$ cat src/rtl/div_sched_ctrl.sv
// Sequences the iterative divider for EX: latches operands, holds div_start, stalls until ready, writes HI/LO.
// Optional DIV_ZERO_BYPASS_EN skips the divider for zero divisors (no HI/LO write, 1-cycle stall).
module div_sched_ctrl #(
    parameter int TIMEOUT_CYC = 48,
    parameter int CNT_W       = 6
) (
    input  logic        clk,
    input  logic        rst,
    input  logic        flush,
    input  logic        ex_hold,
    input  logic        op_valid,
    input  logic        op_signed,
    input  logic [31:0] opr1,
    input  logic [31:0] opr2,
    input  logic        div_ready,
    input  logic [63:0] div_res,
    output logic        div_start,
    output logic        div_abandon,
    output logic        div_signed,
    output logic [31:0] div_opr1,
    output logic [31:0] div_opr2,
    output logic        stall_req,
    output logic        hilo_we,
    output logic [31:0] hi_wdata,
    output logic [31:0] lo_wdata,
    output logic        timeout_err
);

    typedef enum logic [1:0] {IDLE, BUSY, DONE} state_t;

    state_t             state_q, state_d;
    logic               start_q, start_d;
    logic               abandon_q, abandon_d;
    logic               sgn_q, sgn_d;
    logic [31:0]        opr1_q, opr1_d;
    logic [31:0]        opr2_q, opr2_d;
    logic               we_q, we_d;
    logic [31:0]        hi_q, hi_d;
    logic [31:0]        lo_q, lo_d;
    logic [CNT_W-1:0]   cnt_q, cnt_d;
    logic               terr_q, terr_d;
    logic               zero_bypass;

`ifdef DIV_ZERO_BYPASS_EN
    assign zero_bypass = (opr2 == 32'd0);
`else
    assign zero_bypass = 1'b0;
`endif

    // A flush in the issue cycle must not stall the flushed instruction.
    assign stall_req = (state_q == BUSY) || ((state_q == IDLE) && op_valid && !flush);

    always_comb begin
        state_d   = state_q;
        start_d   = start_q;
        abandon_d = 1'b0;
        sgn_d     = sgn_q;
        opr1_d    = opr1_q;
        opr2_d    = opr2_q;
        we_d      = 1'b0;
        hi_d      = hi_q;
        lo_d      = lo_q;
        cnt_d     = cnt_q;
        terr_d    = terr_q;

        if (flush) begin
            state_d   = IDLE;
            start_d   = 1'b0;
            abandon_d = 1'b1;
            cnt_d     = '0;
        end else begin
            case (state_q)
                IDLE: begin
                    if (op_valid) begin
                        terr_d = 1'b0;
                        cnt_d  = '0;
                        if (zero_bypass) begin
                            state_d = DONE;
                        end else begin
                            opr1_d  = opr1;
                            opr2_d  = opr2;
                            sgn_d   = op_signed;
                            start_d = 1'b1;
                            state_d = BUSY;
                        end
                    end
                end
                BUSY: begin
                    if (div_ready) begin
                        hi_d    = div_res[63:32];
                        lo_d    = div_res[31:0];
                        we_d    = 1'b1;
                        start_d = 1'b0;
                        state_d = DONE;
                    end else if (cnt_q == CNT_W'(TIMEOUT_CYC - 1)) begin
                        abandon_d = 1'b1;
                        terr_d    = 1'b1;
                        start_d   = 1'b0;
                        state_d   = DONE;
                    end else begin
                        cnt_d = cnt_q + CNT_W'(1);
                    end
                end
                DONE: begin
                    // The finished instruction may linger in EX; it must not reissue.
                    start_d = 1'b0;
                    if (!ex_hold) begin
                        state_d = IDLE;
                    end
                end
                default: begin
                    state_d = IDLE;
                    start_d = 1'b0;
                end
            endcase
        end
    end

    always_ff @(posedge clk or posedge rst) begin
        if (rst) begin
            state_q   <= IDLE;
            start_q   <= 1'b0;
            abandon_q <= 1'b0;
            sgn_q     <= 1'b0;
            opr1_q    <= '0;
            opr2_q    <= '0;
            we_q      <= 1'b0;
            hi_q      <= '0;
            lo_q      <= '0;
            cnt_q     <= '0;
            terr_q    <= 1'b0;
        end else begin
            state_q   <= state_d;
            start_q   <= start_d;
            abandon_q <= abandon_d;
            sgn_q     <= sgn_d;
            opr1_q    <= opr1_d;
            opr2_q    <= opr2_d;
            we_q      <= we_d;
            hi_q      <= hi_d;
            lo_q      <= lo_d;
            cnt_q     <= cnt_d;
            terr_q    <= terr_d;
        end
    end

    assign div_start   = start_q;
    assign div_abandon = abandon_q;
    assign div_signed  = sgn_q;
    assign div_opr1    = opr1_q;
    assign div_opr2    = opr2_q;
    assign hilo_we     = we_q;
    assign hi_wdata    = hi_q;
    assign lo_wdata    = lo_q;
    assign timeout_err = terr_q;

endmodule
$ cat config.mk
export PLATFORM = sky130hd
export DESIGN_NAME = div_sched_ctrl
export DESIGN_NICKNAME = d
export VERILOG_FILES = /design/src/rtl/div_sched_ctrl.sv
export SDC_FILE = /design/constraint.sdc
export NUM_CORES = 1
export LEC_CHECK = 0
export ABC_AREA = 0
export BUFFER_PORTS_ARGS = -buffer_cell sky130_fd_sc_hd__buf_2
export CAP_MARGIN = 40
export CORE_AREA = 2 2 152 154
export DETAILED_ROUTE_END_ITERATION = 12
export DIE_AREA = 0 0 154 156
export SLEW_MARGIN = 20
export SYNTH_ARGS = -nofsm -noshare
export SYNTH_HDL_FRONTEND = slang
export SYNTH_SLANG_ARGS = --single-unit
$ cat constraint.sdc
create_clock -name clk -period 11.2 [get_ports clk]
set_clock_uncertainty 0.2 [all_clocks]
set_input_delay 2.24 -clock clk [delete_from_list [all_inputs] [get_ports clk]]
set_output_delay 2.24 -clock clk [all_outputs]
set_load 0.02 [all_outputs]
==> results of run 1 <==
[cells by family after synthesis]
family	Yosys count
flops	141
mux	129
simple gates	27
compound gates	24
fa+ha+maj	1
buf+inv	25
[synth_stat cells, types with 2 or more instances]
cell	n
dfrtp_1	141
o31ai_1	2
nand4_1	2
o21ai_0	2
a311o_1	2
o211ai_1	4
and2_1	2
nor2b_1	2
o311a_1	3
nand3_1	2
inv_1	7
a21oi_1	2
nor2_1	5
mux2_2	129
buf_6	8
nand2_1	2
buf_4	3
nand2b_1	2
nor3b_1	2
buf_2	6
[metrics by stage]
step	hold slack, ps	total power, mW	instances	setup WS (ps)
6_report	298	1.78	919	5430
4_1_cts	304	1.82	918	5400
3_5_place_dp	289	1.26	887	5410
2_1_floorplan	293	1.05	347	4980
3_3_place_gp	284	1.25	885	4970
5_1_grt	306	1.88	919	5340
[layout make-up]
| type | count | area (um^2) | share of cell area [%] |
|---|---|---|---|
| clock buffers | 18 | 439 | 5.66 |
| clock inverters | 13 | 116 | 1.50 |
| inverters | 7 | 31.3 | 0.403 |
| multi-input cells | 181 | 1850 | 23.8 |
| flip-flops and latches | 141 | 3530 | 45.5 |
| well taps | 285 | 357 | 4.60 |
| repair buffers | 274 | 1440 | 18.5 |
[routing by layer]
metal	routed length (um)	track usage [%]
met1	5530	13.0
met2	6640	18.8
met3	1180	4.61
met4	109	3.60
met5	0	0
[state kept, by name, summed over array words and instances (netlist names)]
signal / count
cnt_q: 6
div_abandon: 1
div_opr1: 32
div_opr2: 32
div_signed: 1
div_start: 1
hi_wdata: 32
hilo_we: 1
lo_wdata: 32
state_q: 2
timeout_err: 1
[power by group through the flow]
stage,Combinational (mW),Sequential (mW),Clock (mW)
after global placement,0.530,0.719,0
after floorplan,0.154,0.899,0
after CTS,0.538,0.717,0.560
after detailed placement,0.538,0.724,0
after global routing,0.566,0.733,0.582
final,0.530,0.714,0.535
[worst min-delay path by stage]
stage	from	to	slack, ps	depth (start not counted)
floorplan	cnt_q[4]	cnt_q[4]	290	1
global placement	hi_wdata[25]	hi_wdata[25]	280	1
detailed placement	hi_wdata[5]	hi_wdata[5]	290	1
CTS	hi_wdata[5]	hi_wdata[5]	300	1
global route	hi_wdata[15]	hi_wdata[15]	310	1
finish	div_opr1[22]	div_opr1[22]	300	1
==> reports/summary.json, run 1 <==
{
  "status": {"value": "complete, no violations"},
  "row_count": {"value": 55},
  "yosys.area_share.adder": {"value": 0.226, "unit": "%"},
  "clk_network_pwr_share": {"value": 30.1, "unit": "%"},
  "final_layout_size_suffix_gt1_share": {"value": 69.2, "unit": "%"},
  "via_count_of_the_first_global_routing_pass": {"value": 4002},
  "antenna_cells_inserted": {"value": 0},
  "finalWirelength": {"value": 13400, "unit": "um"},
  "num_cts_buffers": {"value": 17},
  "post_synth_inst_count": {"value": 347},
  "total_grt_usage": {"value": 11.2, "unit": "%"},
  "layout_commonest_cell": {"value": "buf_2"},
  "clock_tree.buffer_depth": {"value": 2},
  "depth_of_the_critical_timing_path_with_buffers_and_inverters_included": {"value": 5},
  "tritoncts": {"value": "built"},
  "layout.core_utilization": {"value": 34.7, "unit": "%"},
  "nets": {"value": 758},
  "dieHeight": {"value": 156, "unit": "um"},
  "worstSetupStartpointType": {"value": "input pin"},
  "fp.coreArea": {"value": 22400, "unit": "um^2"},
  "area_delta_synth_final": {"value": 39.9, "unit": "%"},
  "netlist_top_cells_area": {"value": "dfrtp_1 64%, mux2_2 26%, buf_6 1.6%, buf_2 0.54%, o311a_1 0.54%"},
  "io-pin-count": {"value": 269},
  "synth_top_family_by_area": {"value": "multiplexers"},
  "cts_htree_levels": {"value": 4},
  "postCtsResizedCells": {"value": 0},
  "die_w": {"value": 154, "unit": "um"},
  "timing_worst_setup_path_type": {"value": "in2out"},
  "sequence_of_cells_on_the_critical_path": {"value": "buf_2 -> nor4b_4 -> buf_4 -> nand2b_1 -> buf_2"},
  "overflow": {"value": 0},
  "worst_r2r_path_depth": {"value": 5},
  "worst_reg2reg_setup_slack": {"value": 8910, "unit": "ps"},
  "detailroute.via_count": {"value": 3914},
  "setup_viol": {"value": 0},
  "yosys_warnings": {"value": 0},
  "leakagePower": {"value": 3.73, "unit": "nW"},
  "skew_pair_late_insertion_delay": {"value": 410, "unit": "ps"},
  "detail-route-antenna-nets": {"value": 0},
  "worst_setup_path_end_kind": {"value": "output pin"},
  "rr_startpoint": {"value": "state_q[0]"},
  "worst-path-max-fanout": {"value": 23},
  "worstPathBufferInverterCount": {"value": 3},
  "grt_setup_unrepaired": {"value": "false"},
  "drtIter0Drc": {"value": 147},
  "ys_seq_elements": {"value": 141},
  "timing.critical_path.mode_cell": {"value": "buf_2"},
  "p_seq_share": {"value": 40.1, "unit": "%"},
  "critical_path.startpoint": {"value": "flush"},
  "synth_area_per_cell": {"value": 16.0, "unit": "um^2"},
  "p_comb_share": {"value": 29.8, "unit": "%"},
  "drc": {"value": 0},
  "postCtsSetupBuffers": {"value": 0},
  "synth_compound_gate_area_share": {"value": 3.41, "unit": "%"},
  "cp_slowest_cell": {"value": "buf_4"},
  "cp_data_required_time": {"value": 8760, "unit": "ps"},
  "post_synth_top_flop": {"value": "dfrtp_1"},
  "synthXorXnorAreaFrac": {"value": 0, "unit": "%"},
  "placedInstanceArea": {"value": 7180, "unit": "um^2"},
  "portion_of_netlist_area_occupied_by_mux_cells": {"value": 26.2, "unit": "%"},
  "mean_number_of_vias_per_cell": {"value": 4.26},
  "dieArea": {"value": 24000, "unit": "um^2"},
  "critical_path.reg2reg.endpoint": {"value": "lo_wdata[10]"},
  "dp_hpwl": {"value": 9750, "unit": "um"},
  "clk_pin_slew_worst_paths": {"value": 60, "unit": "ps"},
  "cts.root.buffer_cell": {"value": "clkbuf_16"},
  "antenna_violations_before_repair": {"value": 0},
  "cp_arrival": {"value": 3330, "unit": "ps"},
  "final_hold_viol_count": {"value": 0},
  "synth.yosys.seq_area_share": {"value": 63.6, "unit": "%"},
  "pin_count_of_the_biggest_net_entering_global_routing": {"value": 72},
  "internal_power": {"value": 1.18, "unit": "mW"},
  "vdd.ir_drop.worst": {"value": 82.3, "unit": "uV"},
  "holdBufCountCts": {"value": 0},
  "min_path_type": {"value": "reg2reg"},
  "cpLargestDelayFamily": {"value": "buffers and inverters"},
  "setup_total_negative_slack": {"value": 0, "unit": "ps"},
  "final_min_period_over_clock_period": {"value": 51.5, "unit": "%"},
  "synth_top_area_share": {"value": 63.6, "unit": "%"},
  "synth_simple_gate_area_share": {"value": 3.47, "unit": "%"},
  "nFillCells": {"value": 2212},
  "max_stage_delay": {"value": 350, "unit": "ps"},
  "cts.sinks": {"value": 141},
  "detail_route.first_pass.iterations": {"value": 4},
  "gp_routability_congestion": {"value": 0.766},
  "asr_flop_ratio_synth": {"value": 100, "unit": "%"},
  "synthesis.area": {"value": 5550, "unit": "um^2"},
  "cap_violations": {"value": 0},
  "switching_share": {"value": 33.5, "unit": "%"},
  "timing.critical_path.to": {"value": "stall_req"},
  "power_density": {"value": 229, "unit": "nW/um^2"},
  "synth_enable_flop_cells": {"value": 0},
  "floorplan.initialDensity": {"value": 24.8, "unit": "%"},
  "slew_headroom": {"value": 56.4, "unit": "%"},
  "mostFrequentLayoutCells": {"value": "268 x buf_2, 141 x dfrtp_1, 129 x mux2_2"},
  "grt_pass1_wl": {"value": 20900, "unit": "um"},
  "achievable-frequency": {"value": 0.173, "unit": "GHz"},
  "power.switching": {"value": 0.596, "unit": "mW"},
  "fin_area": {"value": 7760, "unit": "um^2"},
  "period_minus_slack": {"value": 5770, "unit": "ps"},
  "post-synth-top-area-cell": {"value": "dfrtp_1"},
  "final_max_slew_viol_count": {"value": 0},
  "tightestPinTransition": {"value": 649, "unit": "ps"},
  "io_buffers": {"value": 268},
  "number_of_distinct_library_cells_after_synthesis": {"value": 39},
  "avgRoutedWirePerCell": {"value": 14.6, "unit": "um"},
  "syn_nets": {"value": 483}
}
Power figures use the tool's default switching activity.
==> run 2: changes to the inputs <==
clock period = 5.9 ns   (was 11.2 ns; I/O delays follow)
==> run 2 against run 1 <==
  * Clock power is 94% higher
  * Design area fell by 0.29%
  * Count of clock-buffer cells in the layout unchanged
  * Critical endpoint unchanged
  * Cell count stayed put
  * Critical path depth down 1
  * Combinational power up 89%
  * Register-to-register slack worse by 5800 ps
  * Die area unchanged
  * Largest cell class unchanged
  * Sequential cell count did not move
==> reports/summary.json, run 2 (synthesis gave the netlist of run 1 again) <==
{
  "postCtsSetupBuffers": {"value": 0, "change": "unchanged"},
  "layout_commonest_cell": {"value": "buf_2"},
  "row_count": {"value": 55, "change": "unchanged"},
  "worst_setup_path_end_kind": {"value": "output pin"},
  "io-pin-count": {"value": 269, "change": "unchanged"},
  "drc": {"value": 0, "change": "unchanged"},
  "dieHeight": {"value": 156, "unit": "um", "change": "unchanged"},
  "detailedPlace.worstSlack": {"value": 2330, "unit": "ps", "change": "-3080 ps"},
  "setup_viol": {"value": 0, "change": "unchanged"},
  "cts.sinks": {"value": 141, "change": "unchanged"},
  "antenna_cells_inserted": {"value": 0, "change": "unchanged"},
  "cts.root.buffer_cell": {"value": "clkbuf_16"},
  "num_cts_buffers": {"value": 17, "change": "unchanged"},
  "nets": {"value": 757, "change": "-0.13%"},
  "power_density": {"value": 439, "unit": "nW/um^2", "change": "+91%"},
  "grt_setup_unrepaired": {"value": "false"},
  "postCtsResizedCells": {"value": 0, "change": "unchanged"},
  "setup_total_negative_slack": {"value": 0, "unit": "ps", "change": "unchanged"},
  "tritoncts": {"value": "built"},
  "non_filler_instance_count_after_layout": {"value": 919, "change": "unchanged"},
  "die_w": {"value": 154, "unit": "um", "change": "unchanged"},
  "dp_hpwl": {"value": 9760, "unit": "um", "change": "+0.17%"},
  "numPlacedInstances": {"value": 887, "change": "unchanged"},
  "clk_network_pwr_share": {"value": 30.5, "unit": "%", "change": "+0.4 points"},
  "floorplan.initialDensity": {"value": 24.8, "unit": "%", "change": "unchanged"},
  "mean_number_of_vias_per_cell": {"value": 4.24, "change": "-0.54%"},
  "gp_routability_congestion": {"value": 0.737, "change": "-3.8%"},
  "worstSetupStartpointType": {"value": "input pin"},
  "layout.core_utilization": {"value": 34.6, "unit": "%", "change": "-0.10 points"},
  "area_delta_synth_final": {"value": 39.4, "unit": "%"},
  "timing_worst_setup_path_type": {"value": "in2out"},
  "holdBufCountCts": {"value": 0, "change": "unchanged"},
  "fin_worst_hold_slack": {"value": 300, "unit": "ps", "change": "+1.97 ps"},
  "slew_headroom": {"value": 55.9, "unit": "%", "change": "-0.47 points"},
  "drtIter0Drc": {"value": 150, "change": "+2.0%"},
  "fin_area": {"value": 7740, "unit": "um^2", "change": "-0.29%"},
  "cp_data_required_time": {"value": 4520, "unit": "ps", "change": "-4240 ps"},
  "pin_count_of_the_biggest_net_entering_global_routing": {"value": 73, "change": "+1.4%"},
  "worst_slack": {"value": 2600, "unit": "ps", "change": "-2830 ps"},
  "via_count_of_the_first_global_routing_pass": {"value": 4048, "change": "+1.1%"},
  "finalWirelength": {"value": 13500, "unit": "um", "change": "about the same"},
  "p_seq_share": {"value": 40.0, "unit": "%", "change": "about the same"},
  "overflow": {"value": 0, "change": "unchanged"},
  "grt_pass1_wl": {"value": 21500, "unit": "um", "change": "+2.8%"},
  "skew_pair_late_insertion_delay": {"value": 410, "unit": "ps", "change": "about the same"},
  "detailroute.via_count": {"value": 3893, "change": "-0.54%"},
  "fin_total_pwr": {"value": 3.40, "unit": "mW", "change": "+91%"},
  "final_hold_viol_count": {"value": 0, "change": "unchanged"},
  "fp.coreArea": {"value": 22400, "unit": "um^2", "change": "unchanged"},
  "dieArea": {"value": 24000, "unit": "um^2", "change": "unchanged"},
  "final_max_slew_viol_count": {"value": 0, "change": "unchanged"},
  "cts_htree_levels": {"value": 4, "change": "unchanged"},
  "leakagePower": {"value": 3.71, "unit": "nW", "change": "-0.35%"},
  "placedInstanceArea": {"value": 7160, "unit": "um^2", "change": "-0.17%"},
  "cap_violations": {"value": 0, "change": "unchanged"},
  "power.switching": {"value": 1.15, "unit": "mW", "change": "+92%"},
  "tightestPinTransition": {"value": 661, "unit": "ps", "change": "+12.6 ps"},
  "avgRoutedWirePerCell": {"value": 14.6, "unit": "um", "change": "about the same"},
  "cp_arrival": {"value": 1920, "unit": "ps", "change": "-1410 ps"},
  "worst_reg2reg_setup_slack": {"value": 3130, "unit": "ps", "change": "-5780 ps"},
  "final_layout_size_suffix_gt1_share": {"value": 69.2, "unit": "%", "change": "unchanged"},
  "antenna_violations_before_repair": {"value": 0, "change": "unchanged"},
  "mostFrequentLayoutCells": {"value": "268 x buf_2, 141 x dfrtp_1, 129 x mux2_2"},
  "period_minus_slack": {"value": 3300, "unit": "ps"},
  "switching_share": {"value": 33.7, "unit": "%", "change": "+0.22 points"},
  "io_buffers": {"value": 268, "change": "unchanged"},
  "worst-path-max-fanout": {"value": 8, "change": "-65%"},
  "min_path_type": {"value": "reg2reg"},
  "achievable-frequency": {"value": 0.303, "unit": "GHz"},
  "detail-route-antenna-nets": {"value": 0, "change": "unchanged"},
  "total_grt_usage": {"value": 11.4, "unit": "%", "change": "+0.21 points"},
  "clock_tree.buffer_depth": {"value": 2, "change": "unchanged"},
  "p_comb_share": {"value": 29.5, "unit": "%", "change": "-0.3 points"},
  "final_min_period_over_clock_period": {"value": 55.9, "unit": "%"},
  "detail_route.first_pass.iterations": {"value": 4, "change": "unchanged"},
  "internal_power": {"value": 2.25, "unit": "mW", "change": "+90%"},
  "clk_pin_slew_worst_paths": {"value": 60, "unit": "ps", "change": "about the same"},
  "vdd.ir_drop.worst": {"value": 156, "unit": "uV", "change": "+89%"},
  "status": {"value": "complete, no violations"}
}
## run 2: changes by cell type in the layout (fill, tap and decap cells not counted)
cell and change:
clkinv_2 -2, buf_12 -1, buf_16 -1, buf_4 +1, clkinvlp_4 +1, inv_6 +1, inv_8 +1
## run 2: critical path: stages
cell and delay [ps]:
buf_2 170, nor4b_4 270, nand2b_1 140, buf_2 160
## run 2: final timing paths
kind,start,end,cells past startpoint
worst max-delay path,flush,stall_req,4
worst min-delay path,div_opr2[29],div_opr2[29],1
worst max register to register,state_q[0],lo_wdata[17],4
worst min register to register,div_opr2[29],div_opr2[29],1
max in group asynchronous,rst,div_opr2[22],3
min in group asynchronous,rst,hi_wdata[27],2
## run 2: area by class of cell
type | count | area (um^2)
Inverter | 7 | 31.3
Fill cell | 2237 | 14600
Clock inverter | 14 | 134
Timing Repair Buffer | 273 | 1400
Tap cell | 285 | 357
Multi-Input combinational cell | 181 | 1850
Sequential cell | 141 | 3530
Clock buffer | 18 | 439
## run 2: per-layer routing
layer	part of all wire [%]	wire length, um	track usage (%)
met2	48	6420	18.4
met5	0	0	0
met4	0.99	133	3.78
met3	9.1	1230	4.61
met1	42	5670	13.8
## run 2: power groups by stage
stage | logic, mW | registers [mW] | clock network (mW)
after global routing | 1.07 | 1.40 | 1.13
after CTS | 1.02 | 1.36 | 1.09
after floorplan | 0.292 | 1.71 | 0
after global placement | 1.00 | 1.37 | 0
final | 1.00 | 1.36 | 1.04
after detailed placement | 1.02 | 1.38 | 0
